**src/rtl/serial_compare_ctrl_pkg.sv**
```systemverilog
// Shared definitions for the serial magnitude comparator: FSM encoding and digit width.
package serial_compare_ctrl_pkg;

   localparam int unsigned DIGIT_W = 2;

   typedef enum logic [1:0] {
      ST_IDLE = 2'd0,
      ST_SCAN = 2'd1,
      ST_DONE = 2'd2
   } state_e;

endpackage

```
**src/rtl/serial_compare_ctrl_cmp2.sv**
```systemverilog
// Single-digit magnitude comparator; exactly one of G/E/L is high.
module serial_compare_ctrl_cmp2
   import serial_compare_ctrl_pkg::*;
(
   input  logic [DIGIT_W-1:0] A,
   input  logic [DIGIT_W-1:0] B,
   output logic               G,
   output logic               E,
   output logic               L
);

   assign G = (A > B);
   assign E = (A == B);
   assign L = (A < B);

endmodule

```
**src/rtl/serial_compare_ctrl.sv**
```systemverilog
// Serial unsigned comparator: scans 2-bit digits MSB first with one shared digit comparator,
// optionally stopping at the first unequal digit.
module serial_compare_ctrl
   import serial_compare_ctrl_pkg::*;
#(
   parameter int unsigned WIDTH      = 16,
   parameter int unsigned EARLY_EXIT = 1
)(
   input  logic             clk,
   input  logic             rst,
   input  logic             in_valid,
   output logic             in_ready,
   input  logic [WIDTH-1:0] a,
   input  logic [WIDTH-1:0] b,
   output logic             out_valid,
   input  logic             out_ready,
   output logic             gt,
   output logic             eq,
   output logic             lt
);

   localparam int unsigned DIGITS = WIDTH / DIGIT_W;
   localparam int unsigned IDX_W  = (DIGITS > 1) ? $clog2(DIGITS) : 1;
   localparam logic [IDX_W-1:0] IDX_LAST = IDX_W'(DIGITS - 1);

   state_e           state_q;
   logic [WIDTH-1:0] a_q, b_q;
   logic [IDX_W-1:0] idx_q;
   logic             sticky_gt_q, sticky_lt_q;
   logic             out_valid_q, gt_q, eq_q, lt_q;

   logic cmp_g, cmp_e, cmp_l;
   logic res_gt, res_lt, res_eq, scan_done;

   serial_compare_ctrl_cmp2 u_cmp (
      .A (a_q[WIDTH-1 -: DIGIT_W]),
      .B (b_q[WIDTH-1 -: DIGIT_W]),
      .G (cmp_g),
      .E (cmp_e),
      .L (cmp_l)
   );

   // An earlier unequal digit always wins over the current one.
   assign res_gt    = sticky_gt_q | (~sticky_lt_q & cmp_g);
   assign res_lt    = sticky_lt_q | (~sticky_gt_q & cmp_l);
   assign res_eq    = ~sticky_gt_q & ~sticky_lt_q & cmp_e;
   assign scan_done = (idx_q == '0) || ((EARLY_EXIT != 0) && (cmp_g || cmp_l));

   // Ready is gated by reset so it is low during reset and high right after release.
   assign in_ready  = (state_q == ST_IDLE) && !rst;
   assign out_valid = out_valid_q;
   assign gt        = gt_q;
   assign eq        = eq_q;
   assign lt        = lt_q;

   always_ff @(posedge clk) begin
      if (rst) begin
         state_q     <= ST_IDLE;
         a_q         <= '0;
         b_q         <= '0;
         idx_q       <= '0;
         sticky_gt_q <= 1'b0;
         sticky_lt_q <= 1'b0;
         out_valid_q <= 1'b0;
         gt_q        <= 1'b0;
         eq_q        <= 1'b0;
         lt_q        <= 1'b0;
      end else begin
         case (state_q)
            ST_IDLE: begin
               if (in_valid) begin
                  a_q         <= a;
                  b_q         <= b;
                  idx_q       <= IDX_LAST;
                  sticky_gt_q <= 1'b0;
                  sticky_lt_q <= 1'b0;
                  state_q     <= ST_SCAN;
               end
            end
            ST_SCAN: begin
               if (scan_done) begin
                  gt_q        <= res_gt;
                  eq_q        <= res_eq;
                  lt_q        <= res_lt;
                  out_valid_q <= 1'b1;
                  state_q     <= ST_DONE;
               end else begin
                  sticky_gt_q <= res_gt;
                  sticky_lt_q <= res_lt;
                  a_q         <= a_q << DIGIT_W;
                  b_q         <= b_q << DIGIT_W;
                  idx_q       <= idx_q - IDX_W'(1);
               end
            end
            ST_DONE: begin
               if (out_ready) begin
                  out_valid_q <= 1'b0;
                  gt_q        <= 1'b0;
                  eq_q        <= 1'b0;
                  lt_q        <= 1'b0;
                  state_q     <= ST_IDLE;
               end
            end
            default: state_q <= ST_IDLE;
         endcase
      end
   end

endmodule

```
**config.mk**
```make
export PLATFORM = sky130hd
export DESIGN_NAME = serial_compare_ctrl
export DESIGN_NICKNAME = d
export VERILOG_FILES = /design/src/rtl/serial_compare_ctrl_pkg.sv /design/src/rtl/serial_compare_ctrl_cmp2.sv /design/src/rtl/serial_compare_ctrl.sv
export SDC_FILE = /design/constraint.sdc
export NUM_CORES = 1
export LEC_CHECK = 0
export ABC_AREA = 1
export CORE_UTILIZATION = 40
export DETAILED_ROUTE_END_ITERATION = 8
export GPL_TIMING_DRIVEN = 0
export PLACE_DENSITY = 0.74
export RECOVER_POWER = 25
export SYNTH_ARGS = -nofsm -noshare
export SYNTH_HDL_FRONTEND = slang
export SYNTH_SLANG_ARGS = --single-unit
```
**constraint.sdc**
```tcl
create_clock -name clk -period 1.95 [get_ports clk]
set_input_delay 0.2925 -clock clk [delete_from_list [all_inputs] [get_ports clk]]
set_output_delay 0.2925 -clock clk [all_outputs]
set_load 0.05 [all_outputs]
```
==> impl_table.tex <==
\begin{tabular}{lr}
\hline
Metric & Value \\
\hline
\multicolumn{2}{l}{\textbf{Logic synthesis}} \\
\quad Summed instance area of the synthesized netlist & 2336 sq um \\
\quad Number of register bits inferred by synthesis & 43 \\
\quad Post-Syn Area per Cell & 6.471 sq um \\
\quad Synthesized instance count & 361 \\
\quad Yosys warning total & 0 \\
\quad Sequential fraction of the synthesis area & 0.3685 \\
\quad Number of unique standard cell types used by synthesis & 23 \\
\quad Net Count, Synth & 401 \\
\multicolumn{2}{l}{\textbf{Pwr}} \\
\quad Leakage & 1.380 nW \\
\quad Total Power & 2.660 mW \\
\quad Power density of the placed cells & 906.8 nW/um\^{}2 \\
\quad Maximum resistive drop on vdd & 601.4 uV \\
\multicolumn{2}{l}{\textbf{Clocking}} \\
\quad Post-cts hold buffer count & 0 \\
\quad Number of CTS-inserted buffers & 5 \\
\quad Number of clock sinks & 43 \\
\quad Clock latency on the worst-skew pair & 300 ps \\
\quad Clock tree buffer depth & 2 \\
\quad Clock-pin slew on the worst setup and hold paths & 80 ps \\
\quad CTS Root Buffer Type & sky130\_fd\_sc\_hd\_\_clkbuf\_8 \\
\quad \# H-tree levels & 2 \\
\quad Clock tree from TritonCTS & done \\
\multicolumn{2}{l}{\textbf{Timing}} \\
\quad Final critical-path required period & 1727 ps \\
\quad Period utilization & 0.8858 \\
\quad Worst-margin pin slew & 498.0 ps \\
\quad Final TNS setup & 0 ps \\
\quad Final Skew & 8.344 ps \\
\quad Maximum operating frequency & 578.9 MHz \\
\quad Unrepaired setup endpoints after global routing & no \\
\quad Final number of max-transition violations & 0 \\
\quad Fin. Hold Viols & 0 \\
\quad Setup Viol. Count Final & 0 \\
\quad Max transition margin & 0.6680 \\
\quad Crit path setup slack, layout & 222.7 ps \\
\quad Worst Hold Slack & 334.9 ps \\
\multicolumn{2}{l}{\textbf{Floorplanning}} \\
\quad Total Die Area & 6150 sq um \\
\quad Number of placed I/O pins & 41 \\
\quad Chip Width & 78.42 um \\
\quad Placeable core region & 5574 sq um \\
\quad Initial Utilization & 0.4191 \\
\quad Standard-cell rows & 27 \\
\quad Die span in y & 78.42 um \\
\multicolumn{2}{l}{\textbf{Layout}} \\
\quad Final antenna diode count & 0 \\
\quad Area overhead of the layout relative to synthesis & 25.55\% \\
\quad Final layout net count & 447 \\
\quad Fin util & 0.5262 \\
\quad Final Non-Filler Cells & 480 \\
\quad Fraction of layout cells with a size suffix above 1 & 0.1005 \\
\quad Cell area after layout & 2933 sq um \\
\multicolumn{2}{l}{\textbf{Critical path}} \\
\quad Worst path arrival time & 1430 ps \\
\quad Worst setup path category & register to output pin \\
\quad Kind of end point of the critical path & output pin \\
\quad Worst path required time & 1660 ps \\
\quad Worst setup path endpoint & gt \\
\quad Worst Setup Start Kind & register \\
\quad Number of cell instances on the worst register-to-register path & 10 \\
\quad Largest incremental delay on the critical path & 800 ps \\
\quad Worst reg2reg path endpoint & a\_q[13] \\
\quad WP buf/inv & 1 \\
\quad Reg-to-Reg Start & b\_q[15] \\
\quad Instance count on the critical path & 1 \\
\quad Crit Path Max Fanout & 2 \\
\quad Ordered cell list for the critical path & clkdlybuf4s50\_1 \\
\quad Internal reg-to-reg setup slack & 230 ps \\
\quad Cell with the largest stage delay on the worst path & sky130\_fd\_sc\_hd\_\_clkdlybuf4s50\_1 \\
\quad Launch point of the critical path & gt \\
\quad Gate family responsible for the most delay along the worst path & buffers and inverters \\
\multicolumn{2}{l}{\textbf{Drt}} \\
\quad First-pass iteration count of the detailed router & 4 \\
\quad DRC violation count after routing & 0 \\
\quad Violation count after the first detailed-routing iteration & 122 \\
\quad Post-DRT Antenna Nets & 0 \\
\quad Detailed Route WL & 5132 um \\
\quad Via density per instance & 4.706 \\
\quad Average wire per standard cell & 10.69 um \\
\quad Number of vias in the routed layout & 2,259 \\
\multicolumn{2}{l}{\textbf{Placed design}} \\
\quad Total of buffers placed on input and output ports & 39 \\
\quad Placement-stage worst setup slack & 184.1 ps \\
\quad Cell total after placement & 472 \\
\quad Post-placement cell area & 2816 sq um \\
\quad Detailed placement HPWL & 3671 um \\
\quad Gpl congestion & 0.7702 \\
\multicolumn{2}{l}{\textbf{Global route}} \\
\quad Pin count of the biggest net entering global routing & 14 \\
\quad Wire length of the first global-routing pass & 8880 um \\
\quad Number of antenna violations at the first check in global routing & 0 \\
\quad Aggregate global routing overflow & 0 \\
\quad Vias in the first global route & 2,081 \\
\quad Global-route total usage across every layer & 0.1830 \\
\multicolumn{2}{l}{\textbf{Run}} \\
\quad Count of max-cap constraint violations & 0 \\
\multicolumn{2}{l}{\textbf{Worst hold path}} \\
\quad Min-Delay Path Class & input port to register \\
\multicolumn{2}{l}{\textbf{Run status}} \\
\quad Result of the run & completed \\
\hline
\end{tabular}
-- cells in the mapped netlist, drive strengths merged --
| master | count | share of area |
|---|---|---|
| a21oi | 8 | 0.019 |
| buf | 15 | 0.050 |
| clkbuf | 5 | 0.0080 |
| dfxtp | 43 | 0.37 |
| ha | 4 | 0.021 |
| inv | 47 | 0.077 |
| nand2 | 83 | 0.14 |
| nand3 | 42 | 0.097 |
| nand3b | 2 | 0.0064 |
| nor2 | 81 | 0.13 |
| nor3 | 2 | 0.0043 |
| o21ai | 29 | 0.078 |
-- area by class of cell --
type,instances,area [sq um]
repair buffers,39,389.1
well taps,72,90.09
plain buffers,20,136.4
inverters,47,178.9
fillers,566,2641
multi-input cells,251,1160
clock inverters,2,35.03
flip-flops and latches,43,860.8
clock buffers,6,82.58
-- metal layers --
metal / wire, um / track usage
met2: 2442 / 0.3096
met1: 2367 / 0.2244
met5: 0 / 0
met4: 89 / 0.08519
met3: 233 / 0.03256
-- placed cells by master, fill, tap and decap left out --
cell type	count
sky130_fd_sc_hd__o21ai_2	10
sky130_fd_sc_hd__clkbuf_8	6
sky130_fd_sc_hd__inv_4	1
sky130_fd_sc_hd__clkdlybuf4s50_1	38
sky130_fd_sc_hd__inv_2	3
sky130_fd_sc_hd__dfxtp_1	43
sky130_fd_sc_hd__buf_6	7
sky130_fd_sc_hd__bufinv_16	1
sky130_fd_sc_hd__a21oi_2	1
sky130_fd_sc_hd__o21ai_1	12
sky130_fd_sc_hd__buf_1	1
sky130_fd_sc_hd__nand3_1	40
sky130_fd_sc_hd__a21oi_1	7
sky130_fd_sc_hd__nor2_1	80
sky130_fd_sc_hd__nand2_4	1
sky130_fd_sc_hd__nand3_2	1
sky130_fd_sc_hd__nor2_4	1
sky130_fd_sc_hd__nand3_4	1
sky130_fd_sc_hd__nor3_1	2
sky130_fd_sc_hd__nand3b_1	2
sky130_fd_sc_hd__ha_1	4
sky130_fd_sc_hd__inv_1	43
sky130_fd_sc_hd__clkbuf_1	5
sky130_fd_sc_hd__buf_2	7
sky130_fd_sc_hd__clkinv_2	1
sky130_fd_sc_hd__o21ai_0	7
sky130_fd_sc_hd__dlygate4sd2_1	1
sky130_fd_sc_hd__nand2_1	82
-- sequential cells by signal, summed over array words and instances (netlist names) --
| register | count |
|---|---|
| a_q | 16 |
| b_q | 16 |
| idx_q | 3 |
| state_q | 2 |
| eq | 1 |
| gt | 1 |
| lt | 1 |
| out_valid | 1 |
| sticky_gt_q | 1 |
| sticky_lt_q | 1 |
-- worst min-delay path by stage --
stage | from | cells after the start | end | slack (ps)
floorplan | out_ready | 3 | state_q[1] | 460
global placement | out_valid | 2 | out_valid | 460
detailed placement | out_valid | 2 | out_valid | 470
CTS | rst | 2 | state_q[0] | 330
global route | rst | 2 | state_q[0] | 370
finish | rst | 2 | state_q[0] | 330
-- report_power, final --
group          switching [mW]  internal [mW]
Combinational           0.531          0.357
Sequential             0.0416           1.00
Clock                   0.311          0.415
Total                   0.883           1.78
-- cell families after synthesis --
logic type,synth area share
AND/OR/NAND/NOR,0.3781
AO/OA/AOI/OAI,0.09694
adder cells (fa/ha/maj),0.02143
flip-flops,0.3685
buffers and inverters,0.1350
-- what timing repair did --
item	CTS	global route
resized for setup	1	0
buffers inserted	0	0
endpoints found under the setup margin	1	0
Power figures use the tool's default switching activity.
